<file path="config.mk">
export PLATFORM = sky130hd
export DESIGN_NAME = bram_ctrl_flat
export DESIGN_NICKNAME = d
export VERILOG_FILES = /design/src/rtl/bram_ctrl_if.sv /design/src/rtl/bram_ctrl.sv /design/src/flat_wrapper.sv
export SDC_FILE = /design/constraint.sdc
export NUM_CORES = 2
export LEC_CHECK = 0
export ABC_AREA = 1
export CAP_MARGIN = 25
export CORE_MARGIN = 2
export CORE_UTILIZATION = 50
export DETAILED_ROUTE_END_ITERATION = 8
export PLACE_DENSITY_LB_ADDON = 0.25
export SYNTH_ARGS = -nofsm -noshare
export SYNTH_HDL_FRONTEND = slang
export SYNTH_SLANG_ARGS = --single-unit
</file>
<file path="constraint.sdc">
create_clock -name clk -period 27.8 [get_ports clk]
set_input_delay 8.34 -clock clk [delete_from_list [all_inputs] [get_ports clk]]
set_output_delay 8.34 -clock clk [all_outputs]
set_load 0.02 [all_outputs]
</file>
<file path="src/rtl/bram_ctrl_if.sv">
// Request/response bus between front-end control logic and bram_ctrl.
// BRAM_CTRL_PARITY_EN adds the parity_err response flag.
interface bram_ctrl_if #(
  parameter int DATA_W = 8,
  parameter int ADDR_W = 8
);
  logic              req_valid;
  logic              req_ready;
  logic              req_we;
  logic [ADDR_W-1:0] req_addr;
  logic [DATA_W-1:0] req_wdata;
  logic              rsp_valid;
  logic [DATA_W-1:0] rsp_rdata;
  logic              clr;
  logic              busy;
`ifdef BRAM_CTRL_PARITY_EN
  logic              parity_err;

  modport master (
    output req_valid, req_we, req_addr, req_wdata, clr,
    input  req_ready, rsp_valid, rsp_rdata, busy, parity_err
  );
  modport slave (
    input  req_valid, req_we, req_addr, req_wdata, clr,
    output req_ready, rsp_valid, rsp_rdata, busy, parity_err
  );
`else
  modport master (
    output req_valid, req_we, req_addr, req_wdata, clr,
    input  req_ready, rsp_valid, rsp_rdata, busy
  );
  modport slave (
    input  req_valid, req_we, req_addr, req_wdata, clr,
    output req_ready, rsp_valid, rsp_rdata, busy
  );
`endif
endinterface

</file>
<file path="src/rtl/bram_ctrl.sv">
// Single-port RAM controller: valid/ready requests, 1- or 2-cycle read latency, hardware init/clear sweep.
// Optional macro BRAM_CTRL_PARITY_EN stores an even-parity bit per word and drives bus.parity_err.
//
// state   | meaning
// ST_INIT | writing one word per cycle (address pattern after reset, zeros after clr)
// ST_IDLE | accepting one request per cycle
module bram_ctrl #(
  parameter int DATA_W  = 8,
  parameter int ADDR_W  = 8,
  parameter int OUT_REG = 0
) (
  input logic        clk,
  input logic        rst_n,
  bram_ctrl_if.slave bus
);
  localparam int DEPTH = 2**ADDR_W;
`ifdef BRAM_CTRL_PARITY_EN
  localparam int MEM_W = DATA_W + 1;
`else
  localparam int MEM_W = DATA_W;
`endif

  typedef enum logic {ST_INIT, ST_IDLE} state_t;

  state_t            state_q, state_d;
  logic [ADDR_W-1:0] ptr_q, ptr_d;
  logic              pat_zero_q, pat_zero_d;
  logic              s1_vld_q, s1_vld_d;
  logic [MEM_W-1:0]  s1_word_q, s1_word_d;
  logic              rsp_valid_q, rsp_valid_d;
  logic [DATA_W-1:0] rsp_rdata_q, rsp_rdata_d;
`ifdef BRAM_CTRL_PARITY_EN
  logic              parity_err_q, parity_err_d;
`endif

  logic [MEM_W-1:0]  mem [DEPTH];
  logic              mem_we;
  logic [ADDR_W-1:0] mem_addr;
  logic [MEM_W-1:0]  mem_wdata;
  logic [MEM_W-1:0]  rd_word, resp_word;
  logic              ready_c, accept, rd_acc, wr_acc, resp_hit;

  function automatic logic [MEM_W-1:0] enc(input logic [DATA_W-1:0] d);
`ifdef BRAM_CTRL_PARITY_EN
    return {^d, d};
`else
    return d;
`endif
  endfunction

  always_comb begin
    state_d    = state_q;
    ptr_d      = ptr_q;
    pat_zero_d = pat_zero_q;
    ready_c    = (state_q == ST_IDLE) && !bus.clr;
    accept     = bus.req_valid && ready_c;
    wr_acc     = accept && bus.req_we;
    rd_acc     = accept && !bus.req_we;
    rd_word    = mem[bus.req_addr];
    mem_we     = 1'b0;
    mem_addr   = bus.req_addr;
    mem_wdata  = enc(bus.req_wdata);

    case (state_q)
      ST_INIT: begin
        mem_we    = 1'b1;
        mem_addr  = ptr_q;
        mem_wdata = enc(pat_zero_q ? '0 : DATA_W'(ptr_q));
        ptr_d     = ptr_q + ADDR_W'(1);
        if (&ptr_q) state_d = ST_IDLE;
      end
      ST_IDLE: begin
        mem_we = wr_acc;
        if (bus.clr) begin
          state_d    = ST_INIT;
          ptr_d      = '0;
          pat_zero_d = 1'b1;
        end
      end
      default: state_d = ST_INIT;
    endcase

    // The read pipeline runs independently of the state so reads survive a clr.
    s1_vld_d  = rd_acc;
    s1_word_d = rd_acc ? rd_word : s1_word_q;
    resp_hit  = (OUT_REG != 0) ? s1_vld_q  : rd_acc;
    resp_word = (OUT_REG != 0) ? s1_word_q : rd_word;

    rsp_valid_d = resp_hit;
    rsp_rdata_d = rsp_rdata_q;
    if (resp_hit)    rsp_rdata_d = resp_word[DATA_W-1:0];
    else if (wr_acc) rsp_rdata_d = '0;
`ifdef BRAM_CTRL_PARITY_EN
    parity_err_d = resp_hit && (resp_word[DATA_W] != ^resp_word[DATA_W-1:0]);
`endif
  end

  always_ff @(posedge clk or negedge rst_n) begin
    if (!rst_n) begin
      state_q      <= ST_INIT;
      ptr_q        <= '0;
      pat_zero_q   <= 1'b0;
      s1_vld_q     <= 1'b0;
      s1_word_q    <= '0;
      rsp_valid_q  <= 1'b0;
      rsp_rdata_q  <= '0;
`ifdef BRAM_CTRL_PARITY_EN
      parity_err_q <= 1'b0;
`endif
    end else begin
      state_q      <= state_d;
      ptr_q        <= ptr_d;
      pat_zero_q   <= pat_zero_d;
      s1_vld_q     <= s1_vld_d;
      s1_word_q    <= s1_word_d;
      rsp_valid_q  <= rsp_valid_d;
      rsp_rdata_q  <= rsp_rdata_d;
`ifdef BRAM_CTRL_PARITY_EN
      parity_err_q <= parity_err_d;
`endif
    end
  end

  always_ff @(posedge clk) begin
    if (mem_we) mem[mem_addr] <= mem_wdata;
  end

  assign bus.req_ready = ready_c;
  assign bus.busy      = (state_q == ST_INIT);
  assign bus.rsp_valid = rsp_valid_q;
  assign bus.rsp_rdata = rsp_rdata_q;
`ifdef BRAM_CTRL_PARITY_EN
  assign bus.parity_err = parity_err_q;
`endif
endmodule

</file>
<file path="src/flat_wrapper.sv">
// flat-port wrapper written by rule: the top's interface ports become plain ports
module bram_ctrl_flat 
#(
  parameter int DATA_W  = 8,
  parameter int ADDR_W  = 8,
  parameter int OUT_REG = 0
)
  (clk, rst_n, bus_req_valid, bus_req_we, bus_req_addr, bus_req_wdata, bus_clr, bus_req_ready, bus_rsp_valid, bus_rsp_rdata, bus_busy);
  bram_ctrl_if #(.DATA_W(DATA_W), .ADDR_W(ADDR_W)) bus_i ();
  input logic clk;
  input logic rst_n;
  input wire logic [$bits(bus_i.req_valid)-1:0] bus_req_valid;
  input wire logic [$bits(bus_i.req_we)-1:0] bus_req_we;
  input wire logic [$bits(bus_i.req_addr)-1:0] bus_req_addr;
  input wire logic [$bits(bus_i.req_wdata)-1:0] bus_req_wdata;
  input wire logic [$bits(bus_i.clr)-1:0] bus_clr;
  output wire logic [$bits(bus_i.req_ready)-1:0] bus_req_ready;
  output wire logic [$bits(bus_i.rsp_valid)-1:0] bus_rsp_valid;
  output wire logic [$bits(bus_i.rsp_rdata)-1:0] bus_rsp_rdata;
  output wire logic [$bits(bus_i.busy)-1:0] bus_busy;
  assign bus_i.req_valid = bus_req_valid;
  assign bus_i.req_we = bus_req_we;
  assign bus_i.req_addr = bus_req_addr;
  assign bus_i.req_wdata = bus_req_wdata;
  assign bus_i.clr = bus_clr;
  assign bus_req_ready = bus_i.req_ready;
  assign bus_rsp_valid = bus_i.rsp_valid;
  assign bus_rsp_rdata = bus_i.rsp_rdata;
  assign bus_busy = bus_i.busy;
  bram_ctrl #(.DATA_W(DATA_W), .ADDR_W(ADDR_W), .OUT_REG(OUT_REG)) u_core (.clk(clk), .rst_n(rst_n), .bus(bus_i));
endmodule
</file>
==> results.py <==
metrics = {
    "clock_tree": {
        "ctsLongestPathBuffers": 3,
        "cts_hold_buffers": 0,
        "cts_post_setup_buffers_inserted": 0,
        "worst_skew_pair.late_latency_ns": 0.83,
        "clock-root-buffer": "sky130_fd_sc_hd__clkbuf_16",
        "cts.sink_count": 2067,
        "clk_pin_slew_worst_paths_ns": 0.06,
        "cts.repair.resized": 0,
        "cts_tree": "done",
        "cts_buffers": 202,
        "htree_levels": 4,
    },
    "worst_setup_path": {
        "worstPathRequired_ns": 19.46,
        "timing.critical_path.from_type": "primary input",
        "worst-r2r-cell-count": 9,
        "r2r_end": "u_core.mem[233][3]",
        "worst-endpoint-arrival_ns": 9.64,
        "critPathKind": "in2out",
        "regToRegStartpoint": "u_core.state_q",
        "worstSetupEndpointType": "output pin",
        "critical_path.max_fanout": 5,
        "worst-r2r-setup-slack_ns": 23.23,
    },
    "timing": {
        "report.final.setup_viol": 0,
        "fin_worst_hold_slack_ns": 0.492,
        "worst_slew_margin_rel_pct": 18.7,
        "tightest_slew_ns": 1.22,
        "totalNegativeSetupSlack_ns": 0,
        "clock-skew-final_ns": 0.0261,
        "achievable-frequency_ghz": 0.0556,
        "report.final.slew_viol_count": 0,
        "finalCritPeriodShare_pct": 64.7,
        "finalHoldViolCount": 0,
        "unrepaired_setup_endpoints_after_global_routing": "no",
        "timing.final.crit_period_ns": 17.98,
    },
    "placed_design": {
        "port_buffers": 31,
        "place.gp.congestion": 0.867,
        "dp_hpwl_mm": 115,
    },
    "power_and_ir_drop": {
        "power-per-cell-area_nw_per_um2": 71.7,
        "p_leak_uw": 0.0326,
        "p_total_uw": 6610,
        "power.ir.vdd_worst_mv": 0.0685,
    },
    "die": {
        "placement_rows": 150,
        "floorplan.core_area_sq_um": 167000,
        "die_h_um": 415,
        "die_w_um": 415,
        "die_area_sq_um": 172000,
        "design.portCount": 32,
        "initial_core_utilization_pct": 50.4,
    },
    "global_routing": {
        "grtUsageTotal_pct": 24.6,
        "first_pass_grt_wire_length_mm": 321,
        "grt_start_max_net_pins": 221,
        "antenna_found_initial": 6,
        "congestion_overflow_gr": 0,
        "number_of_global_route_vias_before_repair": 50600,
    },
    "drt": {
        "detail_route.drc_violations": 0,
        "antenna_violating_nets_post_route": 0,
        "wl_mm": 216,
        "viasPerCell": 5.77,
        "vias": 54200,
        "drt_first_pass_iters": 6,
        "routedWlPerCell_um": 23.0,
        "initialDrtViolationCount": 6953,
    },
    "synthesis": {
        "seq_area_frac_synth_pct": 73.4,
        "share_of_flip_flops_with_an_asynchronous_set_or_reset_pct": 0.919,
        "synthesis.area_per_instance_sq_um": 11.7,
        "synthCells": 7195,
        "synth_common_cells": "2316 x sky130_fd_sc_hd__nand2_1, 2048 x sky130_fd_sc_hd__edfxtp_1, 1949 x sky130_fd_sc_hd__nand3_1, 294 x sky130_fd_sc_hd__buf_2, 294 x sky130_fd_sc_hd__nor2_1",
        "synth_area_leaders": "sky130_fd_sc_hd__edfxtp_1 73%, sky130_fd_sc_hd__nand3_1 12%, sky130_fd_sc_hd__nand2_1 10%",
        "synth_nets": 7217,
        "synthDominantCellAreaShare_pct": 72.8,
        "synth.distinct_cells": 25,
        "synth-seq-cells": 2067,
        "most_common_cell_in_the_netlist": "sky130_fd_sc_hd__nand2_1",
        "yosysWarningCount": 0,
        "post_synth_edffs": 2048,
        "yosys.area.top_type": "sky130_fd_sc_hd__edfxtp_1",
        "yosys_most_used_dff": "sky130_fd_sc_hd__edfxtp_1",
        "syn_area_sq_um": 84400,
    },
    "run_status": {
        "status": "complete, no violations",
    },
    "hold_path": {
        "min-delay-start": "u_core.ptr_q[7]",
        "hold-path-endpoint": "u_core.ptr_q[7]",
        "hold_path_class": "reg2reg",
        "min_delay_path_depth": 1,
    },
    "final_layout": {
        "post-route-util_pct": 55.0,
        "area_delta_synth_final_pct": 9.10,
        "post_route_cells_drive_above_1_share_pct": 5.17,
        "final_nets": 7037,
    },
    "run": {
        "timing.max_cap.violations": 0,
    },
}
==> per-stage QoR <==
stage / cell area, sq um / setup WS, ns / cells
after floorplan: 84400 / 10.93 / 7195
after global placement: 85700 / 9.83 / 9006
after detailed placement: 85700 / 9.82 / 9008
after CTS: 91900 / 9.82 / 9374
after global routing: 92100 / 9.78 / 9383
final: 92100 / 9.82 / 9383
==> layer usage <==
layer / GRT usage (%) / vias up / wire (um)
met3: 3.85 / 379 / 18100
li1: - / 25000 / -
met5: 0 / - / 12
met1: 35.0 / 26400 / 88500
met4: 9.46 / 2 / 7780
met2: 38.2 / 2374 / 101000
==> area by class of cell <==
cell class | count | area (sq um)
Inverter | 53 | 233
Antenna cell | 2 | 5.00
Sequential cell | 2067 | 62000
Timing Repair Buffer | 101 | 1120
Clock buffer | 276 | 5460
Fill cell | 13800 | 75300
Clock inverter | 90 | 728
Multi-Input combinational cell | 4590 | 19800
Tap cell | 2204 | 2760
==> power breakdown <==
group / switching (uW) / internal (uW) / total, uW
Combinational: 437 / 111 / 548
Clock: 1140 / 1460 / 2600
Sequential: 16.1 / 3450 / 3460
==> registers in the layout (all words and copies together), names as in the netlist <==
signal / flops
u_core.mem: 2048
u_core.bus.rsp_rdata: 8
u_core.ptr_q: 8
u_core.bus.rsp_valid: 1
u_core.pat_zero_q: 1
u_core.state_q: 1
==> cell families after synthesis <==
group | Yosys count | synth area share (%)
flops | 2067 | 73.4
buf+inv | 538 | 3.23
simple gates | 4563 | 23.2
compound gates | 26 | 0.169
fa+ha+maj | 1 | 0.0148
==> layout by cell type, fill, tap and decap left out, drive strengths merged <==
cell type | synthesis | final
clkbuf | 82 | 276
clkinv | 1 | 77
nor3 | 2 | 2
bufinv | 0 | 10
ha | 1 | 1
inv | 52 | 56
a22o | 2 | 2
clkdlybuf4s50 | 0 | 26
nor2 | 295 | 295
nand2 | 2317 | 2317
o21ai | 10 | 10
edfxtp | 2048 | 2048
buf | 403 | 75
a31oi | 1 | 1
nand3 | 1949 | 1949
dfrtp | 19 | 19
a21oi | 13 | 13
diode | 0 | 2
==> worst max-delay path, stage by stage <==
cell,delay [ns]
sky130_fd_sc_hd__clkdlybuf4s50_1,0.49
sky130_fd_sc_hd__nor2_4,0.19
sky130_fd_sc_hd__clkdlybuf4s50_1,0.62
==> worst max path at each step <==
stage             from       endpoint  slack [ns]  cells after the start
6_report       bus_clr  bus_req_ready        9.82                      3
2_1_floorplan  bus_clr  bus_req_ready       10.93                      1
5_1_grt        bus_clr  bus_req_ready        9.78                      3
3_3_place_gp   bus_clr  bus_req_ready        9.83                      3
3_5_place_dp   bus_clr  bus_req_ready        9.82                      3
4_1_cts        bus_clr  bus_req_ready        9.82                      3
(Power assumes the default switching activity.)
